==> config.mk <==
export PLATFORM = sky130hd
export DESIGN_NAME = sng_pair
export DESIGN_NICKNAME = d
export VERILOG_FILES = /design/src/rtl/sng_pair.sv
export SDC_FILE = /design/constraint.sdc
export NUM_CORES = 1
export LEC_CHECK = 0
export ABC_AREA = 1
export CORE_ASPECT_RATIO = 0.9
export CORE_UTILIZATION = 54
export DETAILED_ROUTE_END_ITERATION = 10
export GPL_ROUTABILITY_DRIVEN = 0
export PLACE_DENSITY = 0.76
export SLEW_MARGIN = 25
export SYNTH_ARGS = -nofsm -noshare
export SYNTH_HDL_FRONTEND = slang
export SYNTH_SLANG_ARGS = --single-unit
==> constraint.sdc <==
create_clock -name clk -period 1.4 [get_ports clk]
set_input_delay 0.21 -clock clk [delete_from_list [all_inputs] [get_ports clk]]
set_output_delay 0.21 -clock clk [all_outputs]
set_load 0.005 [all_outputs]
==> src/rtl/sng_pair.sv <==
// sng_pair: dual-channel stochastic number generator turning px/py into unipolar bitstreams x/y.
// Latency: bit 0 is valid one cycle after start is sampled; LEN consecutive valid bits, done on the last.
// Backpressure: none; start is ignored while busy and every valid bit must be consumed when presented.
//
// Ports: clk, rst_n   rising-edge clock, asynchronous active-low reset
//        start        request one stream (sampled only while idle)
//        px, py       probability numerators, P = p/(2^N-1), latched at start
//        x, y, valid  registered stream bits and their qualifier
//        busy         high while a stream is being generated
//        done         one-cycle pulse on the last valid bit
module sng_pair #(
    parameter int          N      = 8,
    parameter int          LEN    = 255,
    parameter int          MODE   = 0,
    parameter int unsigned SEED_A = 1,
    parameter int unsigned SEED_B = 'hA5
) (
    input  logic         clk,
    input  logic         rst_n,
    input  logic         start,
    input  logic [N-1:0] px,
    input  logic [N-1:0] py,
    output logic         x,
    output logic         y,
    output logic         valid,
    output logic         busy,
    output logic         done
);

    localparam int CW = $clog2(LEN + 1);

    // Primitive feedback polynomials, one per width; bit k set means stage k+1 feeds back.
    function automatic logic [15:0] tap_mask(input int n);
        case (n)
            4:       return 16'h000C;
            5:       return 16'h0014;
            6:       return 16'h0030;
            7:       return 16'h0060;
            8:       return 16'h00B8;
            9:       return 16'h0110;
            10:      return 16'h0240;
            11:      return 16'h0500;
            12:      return 16'h0829;
            13:      return 16'h100D;
            14:      return 16'h2015;
            15:      return 16'h6000;
            16:      return 16'hD008;
            default: return 16'h0000;
        endcase
    endfunction

    localparam logic [N-1:0] TAPS       = N'(tap_mask(N));
    localparam logic [N-1:0] SEED_A_RAW = N'(SEED_A);
    // An all-zero seed would lock the LFSR, so it is forced to 1.
    localparam logic [N-1:0] SEED_A_EFF = (SEED_A_RAW == '0) ? N'(1) : SEED_A_RAW;

    typedef enum logic {
        IDLE = 1'b0,
        RUN  = 1'b1
    } state_t;

    state_t         state_q, state_d;
    logic           load, step, last;
    logic [N-1:0]   px_q, py_q;
    logic [N-1:0]   lfsr_a_q, lfsr_a_nxt;
    logic [CW-1:0]  cnt_q;
    logic           x_bit, y_bit;

    assign last       = (cnt_q == CW'(LEN - 1));
    assign lfsr_a_nxt = {lfsr_a_q[N-2:0], ^(lfsr_a_q & TAPS)};
    assign x_bit      = (lfsr_a_q <= px_q);
    assign busy       = (state_q == RUN);

    always_comb begin
        state_d = state_q;
        load    = 1'b0;
        step    = 1'b0;
        case (state_q)
            IDLE: begin
                if (start) begin
                    load    = 1'b1;
                    state_d = RUN;
                end
            end
            RUN: begin
                step = 1'b1;
                if (last) begin
                    state_d = IDLE;
                end
            end
            default: state_d = IDLE;
        endcase
    end

    // y comparison source depends on the elaborated correlation mode.
    generate
        if (MODE == 1) begin : g_indep
            localparam logic [N-1:0] SEED_B_RAW = N'(SEED_B);
            localparam logic [N-1:0] SEED_B_EFF = (SEED_B_RAW == '0) ? N'(1) : SEED_B_RAW;
            logic [N-1:0] lfsr_b_q;

            always_ff @(posedge clk or negedge rst_n) begin
                if (!rst_n) begin
                    lfsr_b_q <= SEED_B_EFF;
                end else if (load) begin
                    lfsr_b_q <= SEED_B_EFF;
                end else if (step) begin
                    lfsr_b_q <= {lfsr_b_q[N-2:0], ^(lfsr_b_q & TAPS)};
                end
            end

            assign y_bit = (lfsr_b_q <= py_q);
        end else if (MODE == 2) begin : g_anti
            // 2^N - r maps 1..2^N-1 onto 2^N-1..1, so an extra bit keeps it exact.
            logic [N:0] r_comp;
            assign r_comp = {1'b1, {N{1'b0}}} - {1'b0, lfsr_a_q};
            assign y_bit  = (r_comp <= {1'b0, py_q});
        end else begin : g_shared
            assign y_bit = (lfsr_a_q <= py_q);
        end
    endgenerate

    always_ff @(posedge clk or negedge rst_n) begin
        if (!rst_n) begin
            state_q  <= IDLE;
            px_q     <= '0;
            py_q     <= '0;
            lfsr_a_q <= SEED_A_EFF;
            cnt_q    <= '0;
            x        <= 1'b0;
            y        <= 1'b0;
            valid    <= 1'b0;
            done     <= 1'b0;
        end else begin
            state_q <= state_d;
            valid   <= step;
            done    <= step & last;
            x       <= step & x_bit;
            y       <= step & y_bit;
            if (load) begin
                px_q     <= px;
                py_q     <= py;
                lfsr_a_q <= SEED_A_EFF;
                cnt_q    <= '0;
            end else if (step) begin
                lfsr_a_q <= lfsr_a_nxt;
                cnt_q    <= cnt_q + CW'(1);
            end
        end
    end

endmodule

==> summary.md, run 1 <==
| Metric | Value |
|---|---|
| Result of the run | completed |
| Number of placed I/O pins | 24 |
| Final worst path period need | 1.36 ns |
| Placeable Area | 0.00314 sq mm |
| RSZ-0062 raised after global routing | false |
| PwrDens | 2180 mW/mm^2 |
| Critical path capture point type | output port |
| Height of the chip | 57.4 um |
| Area occupied by multi-input gates | 769 sq um |
| Level count of the clock H-tree | 2 |
| Reg2Reg Launch Point | lfsr_a_q[0] |
| ANT nets after route | 0 |
| MaxCap Viol Count | 0 |
| DRC violations left | 0 |
| CP Data Required Time | 1.19 ns |
| Number of synthesized register bits | 37 |
| Fraction of final layout cells sized beyond drive strength 1 | 11.3% |
| Via-to-Cell Ratio | 5.22 |
| Mapped cell area | 0.00184 sq mm |
| HPWL after detailed placement | 2.71 mm |
| Wire length of the first global-routing pass | 6.84 mm |
| Slowest stage delay, CP | 0.49 ns |
| Top cells by area, synth | dfrtp_1, ha_1, nand2_1 |
| End of the worst register-to-register path | x |
| Leakage power | 0.00115 uW |
| Vias in the first global route | 1589 |
| Number of buffers between clock root and the deepest sink | 2 |
| Fin crit share | 97.0% |
| Starting Density | 58.6% |
| Slew @ Worst Pin | 0.329 ns |
| TritonCTS clock tree | done |
| Via count | 1514 |
| Worst-skew pair later-pin latency | 0.30 ns |
| Area share of the leading cell type in the synthesized netlist | 49.0% |
| Area taken by flip-flops and latches | 931 sq um |
| Final-report setup violation count | 0 |
| Clk_skew | 0.00298 ns |
| Area growth from synthesis to layout | 25.0% |
| Detailed router's first-iteration violation count | 105 |
| Slowest CP cell | clkdlybuf4s50_1 |
| Top achievable clock speed | 0.736 GHz |
| Element type at the critical path start | flop |
| Combined global-route utilization of all metal layers | 25.3% |
| Count of clock tree sinks | 37 |
| Number of port buffers | 23 |
| Full die area | 0.00364 sq mm |
| Netlist cell types | 20 |
| Total gr overflow | 0 |
| Final routed wirelength across all metal layers | 3.88 mm |
| FF-to-FF setup slack | 0.07 ns |
| Cells after synthesis | 212 |
| Cell type with the highest aggregate area in the netlist | dfrtp_1 |
| Hold violation total from the final report | 0 |
| Final number of max-transition violations | 0 |
| Number of synthesis warnings | 0 |
| Total number of nets in the final design | 284 |
| Total number of placement rows | 19 |
| Num CTS Buffers | 5 |
| VDD IR-drop max | 1.42 mV |
| Hold buffers post-CTS | 0 |
| Critical path class | flop to output port |
| Number of detailed-routing iterations run before antenna repair | 4 |
| Final Power | 5010 uW |
| Average size of a mapped cell | 8.68 sq um |
| Syn Nets | 249 |
| Cells along the critical path | clkdlybuf4s50_1 |
| End-of-flow core utilization | 73.3% |
| Post-CTS clock slew at the launch and capture registers of the worst setup and hold paths | 0.07 ns |
| Arrival time of data at the critical path endpoint | 1.15 ns |
| Normalized max-slew margin | 78.1% |
| Horizontal die dimension | 63.5 um |
| Sequential element share of the synthesized area | 50.4% |
| DR WL/cell | 13.4 um |
| Buffer cell driving the clock tree root | clkbuf_8 |
| Antenna fix cells | 0 |
| Initial antenna violation count | 0 |
| Largest delay share family, worst path | buffers and inverters |
| Number of buffers and inverters on the critical path | 1 |
| Largest net degree at the start of global routing | 38 |
| Logic depth of the worst register-to-register path | 10 |
| Type of the worst min-delay path | input pin to async pin |
| Maximum fanout count along the critical path | 2 |
| FILL cells | 243 |
-- through the flow --
step                area, sq um  cells  setup TNS, ns  worst slack [ns]  hold WS, ns
floorplan                  1840    212              0             0.203      -0.0856
global placement           2160    278              0            0.0615        0.481
detailed placement         2160    278        -0.0114          -0.00606        0.486
CTS                        2250    287              0            0.0298        0.289
global route               2300    290              0          0.000488        0.291
finish                     2300    290              0            0.0417        0.278
-- timing repair --
action	CTS	global route
hold endpoints to repair	0	0
pin swaps	0	3
resized for setup	1	8
endpoints found under the setup margin	1	2
setup buffers	1	3
-- power by group --
part / internal, uW / switching (uW)
Sequential: 1600 / 338
Clock: 401 / 369
Combinational: 1040 / 1260
-- state kept, by name (all words and copies together) (netlist names) --
| register | cells |
|---|---|
| cnt_q | 8 |
| lfsr_a_q | 8 |
| px_q | 8 |
| py_q | 8 |
| busy | 1 |
| done | 1 |
| valid | 1 |
| x | 1 |
| y | 1 |
-- routing by layer --
layer | GRT usage [%] | vias up | routed length (um)
li1 | - | 744 | -
met1 | 29.6 | 728 | 1740
met2 | 41.8 | 33 | 1890
met3 | 9.40 | 9 | 169
met4 | 11.4 | 0 | 75
met5 | 0 | - | 0
-- synthesized netlist by cell type --
master	n
a211oi_1	1
nand3_1	3
nand2_1	50
xor2_1	1
buf_2	3
nor2_2	1
nor2_1	13
o22ai_1	7
inv_1	38
dfstp_2	1
xnor2_1	1
inv_2	1
o21ai_1	1
o21ai_0	19
a21oi_1	11
ha_1	18
nand4_1	4
dfrtp_1	36
a21o_1	2
clkbuf_1	1
-- cell type report --
class,count,share of cell area [%]
Clock buffer,8,3.92
Timing Repair Buffer,32,13.5
Inverter,39,6.37
Tap cell,42,2.29
Multi-Input combinational cell,132,33.5
Sequential cell,37,40.5
-- worst max path at each step --
| stage | from | end | slack [ns] | cells after the start |
|---|---|---|---|---|
| finish | busy | busy | 0.04 | 1 |
| global route | px_q[5] | x | 0.0005 | 7 |
| CTS | busy | busy | 0.03 | 1 |
| detailed placement | start | px_q[5] | -0.006 | 5 |
| global placement | start | px_q[3] | 0.06 | 5 |
| floorplan | lfsr_a_q[0] | y | 0.20 | 10 |
-- logic make-up (layout without fill, tap and decap cells) --
kind of cell	count (synthesis)	in the layout	synth area share [%]
buffers and inverters	43	79	8.98
xor gates and xnor gates	2	2	0.953
and+or+nand+nor	71	71	15.4
AOI/OAI and AO/OA	41	41	12.0
adders and majority gates	18	18	12.2
DFF	37	37	50.4
-- layout by cell type, fill, tap and decap left out, types with 4 or more instances in the layout --
cell             count
ha_1                16
buf_4                8
dfrtp_1             33
clkbuf_8             6
nand4_1              4
nor2_1              11
nand2_1             49
clkdlybuf4s50_1     23
o21ai_0             19
a21oi_1             11
o22ai_1              7
inv_1               36
Power figures use the tool's default switching activity.
==> run 2: changes to the inputs <==
Clock period 1.4 ns to 1.45 ns, I/O delays scaled along.
==> run 2 against run 1 <==
- sequential cell count did not move
- combinational power fell by 10%
- global-route usage fell by 1.6 points
- register-to-register slack barely moved
- sequential power fell by 4%
- worst hold slack improved by 0.017 ns
- sequential share of layout area rose by 0.22 points
- clock power rose by 20%
- clock skew rose by 0.0028 ns
- critical path depth rose by 5
- via count fell by 3.9%
- cell area fell by 0.82%
- critical endpoint is now x
==> summary.md, run 2 (synthesis gave the netlist of run 1 again) <==
| Metric | Value |
|---|---|
| Post-CTS clock slew at the launch and capture registers of the worst setup and hold paths | 0.07 ns (about the same) |
| Hold buffers post-CTS | 0 (unchanged) |
| Largest net degree at the start of global routing | 38 (unchanged) |
| Fin crit share | 94.8% |
| Final-report setup violation count | 0 (unchanged) |
| Top library cells by usage in the layout, fill and taps aside | nand2_1, inv_1, dfrtp_1 |
| RSZ-0062 raised after global routing | false |
| Post-route setup TNS | 0 ns (unchanged) |
| MaxCap Viol Count | 0 (unchanged) |
| Fraction of final layout cells sized beyond drive strength 1 | 7.38% (-3.9 points) |
| Area taken by flip-flops and latches | 928 sq um (-0.27%) |
| Number of buffers between clock root and the deepest sink | 2 (unchanged) |
| Num CTS Buffers | 5 (unchanged) |
| Horizontal die dimension | 63.5 um (unchanged) |
| Hold violation total from the final report | 0 (unchanged) |
| Number of placed I/O pins | 24 (unchanged) |
| Total number of placement rows | 19 (unchanged) |
| Critical path class | flop to flop |
| Maximum fanout count along the critical path | 4 (+2) |
| Height of the chip | 57.4 um (unchanged) |
| Initial antenna violation count | 0 (unchanged) |
| Result of the run | completed |
| Critical path capture point type | flop |
| Via-to-Cell Ratio | 5.09 (-2.6%) |
| ANT nets after route | 0 (unchanged) |
| Slew @ Worst Pin | 0.362 ns (+0.0332 ns) |
| Placeable Area | 0.00314 sq mm (unchanged) |
| Top achievable clock speed | 0.728 GHz |
| Area growth from synthesis to layout | 24.0% |
| DRC violations left | 0 (unchanged) |
| DR WL/cell | 12.6 um (-6.0%) |
| Clk_skew | 0.00582 ns (+0.00283 ns) |
| FILL cells | 240 (-1.2%) |
| PwrDens | 2130 mW/mm^2 (-2.2%) |
| Final worst path period need | 1.37 ns |
| Worst-skew pair later-pin latency | 0.29 ns (about the same) |
| Arrival time of data at the critical path endpoint | 1.59 ns (+0.44 ns) |
| Worst Hold Margin | 0.295 ns (+0.0166 ns) |
| Via count | 1455 (-3.9%) |
| Detailed router's first-iteration violation count | 60 (-43%) |
| HPWL after detailed placement | 2.70 mm (-0.38%) |
| Area occupied by multi-input gates | 757 sq um (-1.6%) |
| Wire length of the first global-routing pass | 6.41 mm (-6.2%) |
| Combined global-route utilization of all metal layers | 23.7% (-1.6 points) |
| Buffer cell driving the clock tree root | clkbuf_8 |
| Normalized max-slew margin | 75.8% (-2.2 points) |
| Number of port buffers | 23 (unchanged) |
| Total number of nets in the final design | 280 (-1.4%) |
| Commonest non-fill, non-tap cell in the layout | nand2_1 |
| Antenna fix cells | 0 (unchanged) |
| Final number of max-transition violations | 0 (unchanged) |
| Total gr overflow | 0 (unchanged) |
| Leakage power | 0.00115 uW (-0.15%) |
| Full die area | 0.00364 sq mm (unchanged) |
| TritonCTS clock tree | done |
| VDD IR-drop max | 1.32 mV (-7.1%) |
| Element type at the critical path start | flop |
| Level count of the clock H-tree | 2 (unchanged) |
| Count of clock tree sinks | 37 (unchanged) |
| Number of detailed-routing iterations run before antenna repair | 4 (unchanged) |
| Final routed wirelength across all metal layers | 3.59 mm (-7.3%) |
| Vias in the first global route | 1478 (-7.0%) |
| Starting Density | 58.6% (unchanged) |
| CP Data Required Time | 1.67 ns (+0.48 ns) |
| Type of the worst min-delay path | input pin to async pin |
| End-of-flow core utilization | 72.7% (-0.60 points) |
run 2: layer usage:
metal  GRT usage, %  vias up  share of wire [%]
li1               -      738                  -
met1           29.3      677                 46
met2           37.5       31                 46
met3           7.80        9                5.4
met4           11.7        0                2.4
met5              0        -                  0
run 2: timing repair:
action | 4_1_cts | 5_1_grt
buffers inserted | 1 | 0
pin swaps | 0 | 0
resized for setup | 1 | 2
setup endpoints to repair | 1 | 1
run 2: layout make-up:
| class | count | area share, % |
|---|---|---|
| multi-input combinational | 132 | 33.2 |
| clock buffer | 7 | 3.78 |
| sequential | 37 | 40.7 |
| timing repair buffer | 28 | 12.3 |
| clock inverter | 1 | 1.32 |
| tap | 42 | 2.30 |
| inverter | 39 | 6.42 |
run 2: per-stage QoR:
stage          area [sq um]  instances  total power, uW  worst slack, ns
2_1_floorplan          1840        212             3270            0.253
3_3_place_gp           2150        277             3730            0.103
3_5_place_dp           2150        277             3910           0.0553
4_1_cts                2270        286             4850           0.0758
5_1_grt                2280        286             5340           0.0144
6_report               2280        286             4850           0.0760
run 2: power breakdown:
| part | total (uW) | internal (uW) | switching [uW] |
|---|---|---|---|
| clock | 922 | 561 | 362 |
| combinational | 2070 | 903 | 1170 |
| sequential | 1860 | 1540 | 325 |
| total | 4850 | 3000 | 1850 |
run 2: worst max-delay path: stages (launching register included):
cell,delay (ns)
dfrtp_1,0.44
ha_1,0.32
a21oi_1,0.15
nor2_1,0.06
nor2_1,0.13
nand2_1,0.08
a21oi_1,0.12
run 2: path summary, 6_finish.rpt:
path                             start           to  slack (ns)  cells past startpoint
max                        lfsr_a_q[5]            x        0.08                      6
min                              rst_n      py_q[2]        0.29                      2
max reg2reg                lfsr_a_q[5]            x        0.08                      6
min reg2reg                    py_q[0]      py_q[0]        0.51                      2
max in group asynchronous        rst_n  lfsr_a_q[0]        0.90                      2
min in group clk                 px[0]      px_q[0]        0.48                      3
==> run 3: changes to the inputs <==
Settings changed: CAP_MARGIN set to 20, CTS_CLUSTER_SIZE set to 12.
==> results of run 3 <==
The final DEF is identical to that of run 2; final timing and power are the same.
